<file path="config.mk">
export PLATFORM = sky130hd
export DESIGN_NAME = frame_loader
export DESIGN_NICKNAME = d
export VERILOG_FILES = /design/src/rtl/frame_loader.sv
export SDC_FILE = /design/constraint.sdc
export NUM_CORES = 1
export LEC_CHECK = 0
export BUFFER_PORTS_ARGS = -buffer_cell sky130_fd_sc_hd__buf_2
export CAP_MARGIN = 20
export CORE_AREA = 2 2 54 56
export DETAILED_ROUTE_END_ITERATION = 7
export DIE_AREA = 0 0 56 58
export PLACE_DENSITY = 0.64
export SYNTH_ARGS = -nofsm -noshare
export SYNTH_HDL_FRONTEND = slang
export SYNTH_SLANG_ARGS = --single-unit
</file>
<file path="constraint.sdc">
create_clock -name clk -period 5.34 [get_ports clk]
set_input_delay 0.534 -clock clk [delete_from_list [all_inputs] [get_ports clk]]
set_output_delay 0.534 -clock clk [all_outputs]
set_load 0.02 [all_outputs]
</file>
<file path="src/rtl/frame_loader.sv">
`default_nettype none
// ============================================================================
// Module      : frame_loader
// Description : Walks a WIDTH x HEIGHT frame in raster order, either filling
//               it with zero or loading it from a ready/valid pixel stream,
//               and issues one registered frame-RAM write per pixel.
// Revision    : 1.0 - initial release
// ============================================================================
module frame_loader #(
    parameter int WIDTH   = 6,
    parameter int HEIGHT  = 6,
    parameter int XSZ     = 3,
    parameter int YSZ     = 3,
    parameter int ADDR_SZ = 6,
    parameter int COL_SZ  = 3
) (
    input  logic               clk,
    input  logic               resetn,
    input  logic               start,
    input  logic               clearMode,
    input  logic               abort,
    input  logic [COL_SZ-1:0]  pixIn,
    input  logic               pixValid,
    output logic               pixReady,
    output logic               wrEn,
    output logic [ADDR_SZ-1:0] wrAddr,
    output logic [COL_SZ-1:0]  wrData,
    output logic [XSZ-1:0]     xOut,
    output logic [YSZ-1:0]     yOut,
    output logic               busy,
    output logic               frameDone
);

    localparam logic [1:0]     c_IDLE   = 2'd0;
    localparam logic [1:0]     c_CLEAR  = 2'd1;
    localparam logic [1:0]     c_LOAD   = 2'd2;
    localparam logic [1:0]     c_DONE   = 2'd3;
    localparam logic [XSZ-1:0] c_LAST_X = XSZ'(WIDTH - 1);
    localparam logic [YSZ-1:0] c_LAST_Y = YSZ'(HEIGHT - 1);

    logic [1:0]         r_state;
    logic [1:0]         w_nextState;
    logic               w_advance;
    logic               w_lastPixel;
    logic [ADDR_SZ-1:0] w_addr;

    assign w_lastPixel = (xOut == c_LAST_X) && (yOut == c_LAST_Y);

    // Row-major address; the six-column case avoids a multiplier.
    generate
        if (WIDTH == 6) begin : g_shiftAdd
            assign w_addr = (ADDR_SZ'(yOut) << 2) + (ADDR_SZ'(yOut) << 1) + ADDR_SZ'(xOut);
        end else begin : g_mult
            assign w_addr = ADDR_SZ'(yOut) * ADDR_SZ'(WIDTH) + ADDR_SZ'(xOut);
        end
    endgenerate

    always_comb begin
        w_nextState = r_state;
        w_advance   = 1'b0;
        case (r_state)
            c_IDLE: begin
                if (start) begin
                    w_nextState = clearMode ? c_CLEAR : c_LOAD;
                end
            end
            c_CLEAR, c_LOAD: begin
                // abort wins over any pixel advance in the same cycle
                if (abort) begin
                    w_nextState = c_IDLE;
                end else if ((r_state == c_CLEAR) || pixValid) begin
                    w_advance = 1'b1;
                    if (w_lastPixel) begin
                        w_nextState = c_DONE;
                    end
                end
            end
            c_DONE:  w_nextState = c_IDLE;
            default: w_nextState = c_IDLE;
        endcase
    end

    assign pixReady  = (r_state == c_LOAD);
    assign busy      = (r_state != c_IDLE);
    assign frameDone = (r_state == c_DONE);

    always_ff @(posedge clk or negedge resetn) begin
        if (!resetn) begin
            r_state <= c_IDLE;
        end else begin
            r_state <= w_nextState;
        end
    end

    always_ff @(posedge clk or negedge resetn) begin
        if (!resetn) begin
            xOut <= '0;
            yOut <= '0;
        end else if ((r_state == c_IDLE) && start) begin
            xOut <= '0;
            yOut <= '0;
        end else if (w_advance) begin
            if (xOut == c_LAST_X) begin
                xOut <= '0;
                yOut <= (yOut == c_LAST_Y) ? '0 : yOut + 1'b1;
            end else begin
                xOut <= xOut + 1'b1;
            end
        end
    end

    always_ff @(posedge clk or negedge resetn) begin
        if (!resetn) begin
            wrEn   <= 1'b0;
            wrAddr <= '0;
            wrData <= '0;
        end else begin
            wrEn <= w_advance;
            if (w_advance) begin
                wrAddr <= w_addr;
                wrData <= (r_state == c_CLEAR) ? '0 : pixIn;
            end
        end
    end

endmodule
`default_nettype wire
</file>
==> flow_summary_export.csv <==
group,metric,value,unit
final_layout,n_fill_cell,275,
global_route,grt.overflow.total,0,
min_path,hp-class,"input port to async pin",
worst_setup_path,reg2reg_slack,3.30,ns
die,dieArea,0.00325,mm²
power,peakVddDrop,234,µV
route,vias_per_cell,4.84,
cts,h-tree-depth,1,
logic_synthesis,synthDistinctLibCells,29,
final_layout,syn2layout_area_growth,17.7,%
power,clkPwrFrac,13.5,%
worst_setup_path,crit_end,"wrAddr[4]$_DFFE_PN0P_",
cts,cts_sinks,18,
worst_setup_path,start_kind,"flip-flop",
timing,setup_ws,3.30,ns
timing,worstMarginPinSlew,0.423,ns
power,p_per_area,415,mW/mm²
worst_setup_path,regToRegEndpoint,"wrAddr[4]$_DFFE_PN0P_",
logic_synthesis,seq_area_frac_synth,44.2,%
route,drtIter0Drc,6,
worst_setup_path,rr_startpoint,"xOut[2]$_DFFE_PN0P_",
worst_setup_path,ff2ff_path_depth,8,
die,core-area,0.00266,mm²
worst_setup_path,worstPathArrival,2.25,ns
cts,tritoncts,"yes",
cts,clk-insertion-delay-late,0.29,ns
power,p_comb_share,46.5,%
final_layout,final-seq-area,450,µm²
worst_setup_path,cp.required,5.56,ns
timing,setup_viol,0,
logic_synthesis,synth-async-reset-ratio,100,%
timing,hold_viol,0,
status,status,"completed",
cts,clkTransAtPathRegs,0.10,ns
route,wl_per_cell,12.6,µm
timing,tns,0,ns
cts,cts_resized,0,
timing,final_max_slew_viol_count,0,
route,drc,0,
placed_design,portBuffers,27,
cts,root_buffer,"clkbuf_4",
timing,grt_setup_unrepaired,"false",
power,p_sw,0.000215,W
cts,hold_buffers,0,
final_layout,n_antenna_cell,0,
die,die_y,58,µm
logic_synthesis,synth-edff-count,0,
cts,cts_buffers,3,
global_route,grt_pass1_wl,3370,µm
timing,fin_crit_sh,38.1,%
global_route,grt_start_max_net_pins,19,
power,swShare,43.2,%
run,max_cap_violations,0,
power,seqPwrFrac,39.9,%
worst_setup_path,worstSetupEndpointType,"flip-flop",
route,final_antenna_net_count,0,
logic_synthesis,yosys_most_used_dff,"dfrtp_1",
route,routed_wl,2050,µm
timing,min_period,2.04,ns
logic_synthesis,ys_ff_latch,18,
logic_synthesis,synth-warning-count,0,
worst_setup_path,cp_max_fo,6,
timing,hold_slack,0.153,ns
die,num_rows,19,
logic_synthesis,synth_area,0.00102,mm²
final_layout,nNetsFinal,154,
route,via_count,784,
die,start_util,38.3,%
logic_synthesis,syn_avg_cell_area,9.79,µm²
cts,cts_buffer_depth,2,
final_layout,post-route-util,45.0,%
cts,cts_setup_buffers,0,
die,die_w,56,µm
global_route,grt_pass1_vias,758,
die,io_pins,28,
placed_design,dp_hpwl,1600,µm
power,leakagePower,0.690,nW
logic_synthesis,syn_nets,125,
timing,fin_skew,0.00525,ns
placed_design,routabilityCongestion,0.748,
timing,maxSlewHeadroom,71.8,%
final_layout,multi_input_area,510,µm²
global_route,antenna_found_initial,0,
power,p_int,0.000283,W
global_route,grt_use_total,13.1,%
final_layout,final_layout_size_suffix_gt1_share,28.2,%
placed_design,pre_cts_slack,3.31,ns
worst_setup_path,path_class,"flip-flop to flip-flop",
worst_setup_path,crit_start,"xOut[2]$_DFFE_PN0P_",
logic_synthesis,syn_inst,104,
timing,fmax,0.491,GHz
route,dr.pass1.iters,2,
==> cell usage after synthesis, types with 2 or more instances <==
cell type | instances | area [µm²]
and2b_2 | 2 | 17.5
dfrtp_1 | 18 | 450
nand4_1 | 3 | 18.8
mux2_2 | 2 | 22.5
o21ai_0 | 4 | 20.0
a21oi_1 | 4 | 20.0
fa_1 | 2 | 40.0
or3_1 | 2 | 12.5
mux2i_1 | 2 | 20.0
xnor2_1 | 2 | 17.5
ha_1 | 10 | 125
inv_1 | 10 | 37.5
nand2_1 | 22 | 82.6
nor2_1 | 4 | 15.0
nand3b_1 | 3 | 22.5
==> kinds of logic (layout without fill, tap and decap cells) <==
| logic type | count (synthesis) | in the layout | synth area share (%) |
|---|---|---|---|
| buffers and inverters | 14 | 41 | 5.65 |
| AO/OA/AOI/OAI | 10 | 10 | 5.53 |
| multiplexers | 4 | 4 | 4.18 |
| XOR/XNOR | 3 | 3 | 2.58 |
| AND/OR/NAND/NOR | 43 | 43 | 21.6 |
| flip-flops | 18 | 18 | 44.2 |
| adder cells (fa/ha/maj) | 12 | 12 | 16.2 |
==> layout by cell type (no fill, tap or decap) <==
cell,count
or3_1,2
mux2_2,2
o21ai_0,4
nand3_1,1
ha_1,10
nand2_1,22
a21oi_1,4
a21o_1,1
o2bb2ai_1,1
buf_2,27
and2b_2,2
dfrtp_1,18
nand3b_1,3
inv_1,10
clkbuf_4,3
nor2b_1,1
mux2i_1,2
and2_1,1
nand4_2,1
fa_1,2
nor2_1,4
inv_2,1
nand2b_1,1
xnor2_1,2
and3b_1,1
or2_2,1
xor2_1,1
nand4_1,3
==> layer usage <==
layer / global-route usage, % / up-vias / wire length [µm]
li1: - / 389 / -
met5: 0 / - / 0
met3: 2.68 / 5 / 123
met4: 5.10 / 0 / 33
met2: 21.8 / 27 / 953
met1: 16.9 / 363 / 937
==> flip-flops by register name, summed over array words and instances, names as in the netlist <==
name     cells
yOut         3
wrData       3
xOut         3
wrEn         1
r_state      2
wrAddr       6
==> cell type report <==
class | instances | area share, %
inverters | 11 | 3.44
well taps | 31 | 3.24
flip-flops and latches | 18 | 37.6
multi-input cells | 72 | 42.6
repair buffers | 27 | 11.3
clock buffers | 3 | 1.88
==> power groups by stage <==
stage	logic (W)	clock network, W	registers, W
2_1_floorplan	0.000144	0	0.000226
3_3_place_gp	0.000228	0	0.000201
3_5_place_dp	0.000233	0	0.000202
4_1_cts	0.000235	0.0000697	0.000199
5_1_grt	0.000254	0.0000763	0.000203
6_report	0.000231	0.0000674	0.000199
==> through the flow <==
| stage | cells | total power (W) | area, µm² |
|---|---|---|---|
| after floorplan | 104 | 0.000370 | 1020 |
| after global placement | 159 | 0.000429 | 1180 |
| after detailed placement | 159 | 0.000435 | 1180 |
| after CTS | 162 | 0.000504 | 1200 |
| after global routing | 162 | 0.000533 | 1200 |
| final | 162 | 0.000498 | 1200 |
==> how the worst min path moves through the flow <==
stage | slack (ns) | end | depth (start not counted)
after CTS | 0.16 | wrAddr[3]$_DFFE_PN0P_ | 1
final | 0.15 | wrAddr[3]$_DFFE_PN0P_ | 1
after global routing | 0.16 | wrAddr[3]$_DFFE_PN0P_ | 1
after global placement | 0.45 | wrData[1]$_DFFE_PN0P_ | 2
after floorplan | 0.24 | r_state[0]$_DFFE_PN0P_ | 0
after detailed placement | 0.45 | wrData[1]$_DFFE_PN0P_ | 2
==> critical path, cell delays in order (launching register included) <==
cell and delay [ns]:
dfrtp_1 0.42, inv_1 0.10, fa_1 0.48, inv_1 0.07, ha_1 0.16, inv_1 0.05, fa_1 0.37, xor2_1 0.16
o21ai_0 0.15
Note: power is estimated with default switching activity, not from simulation.
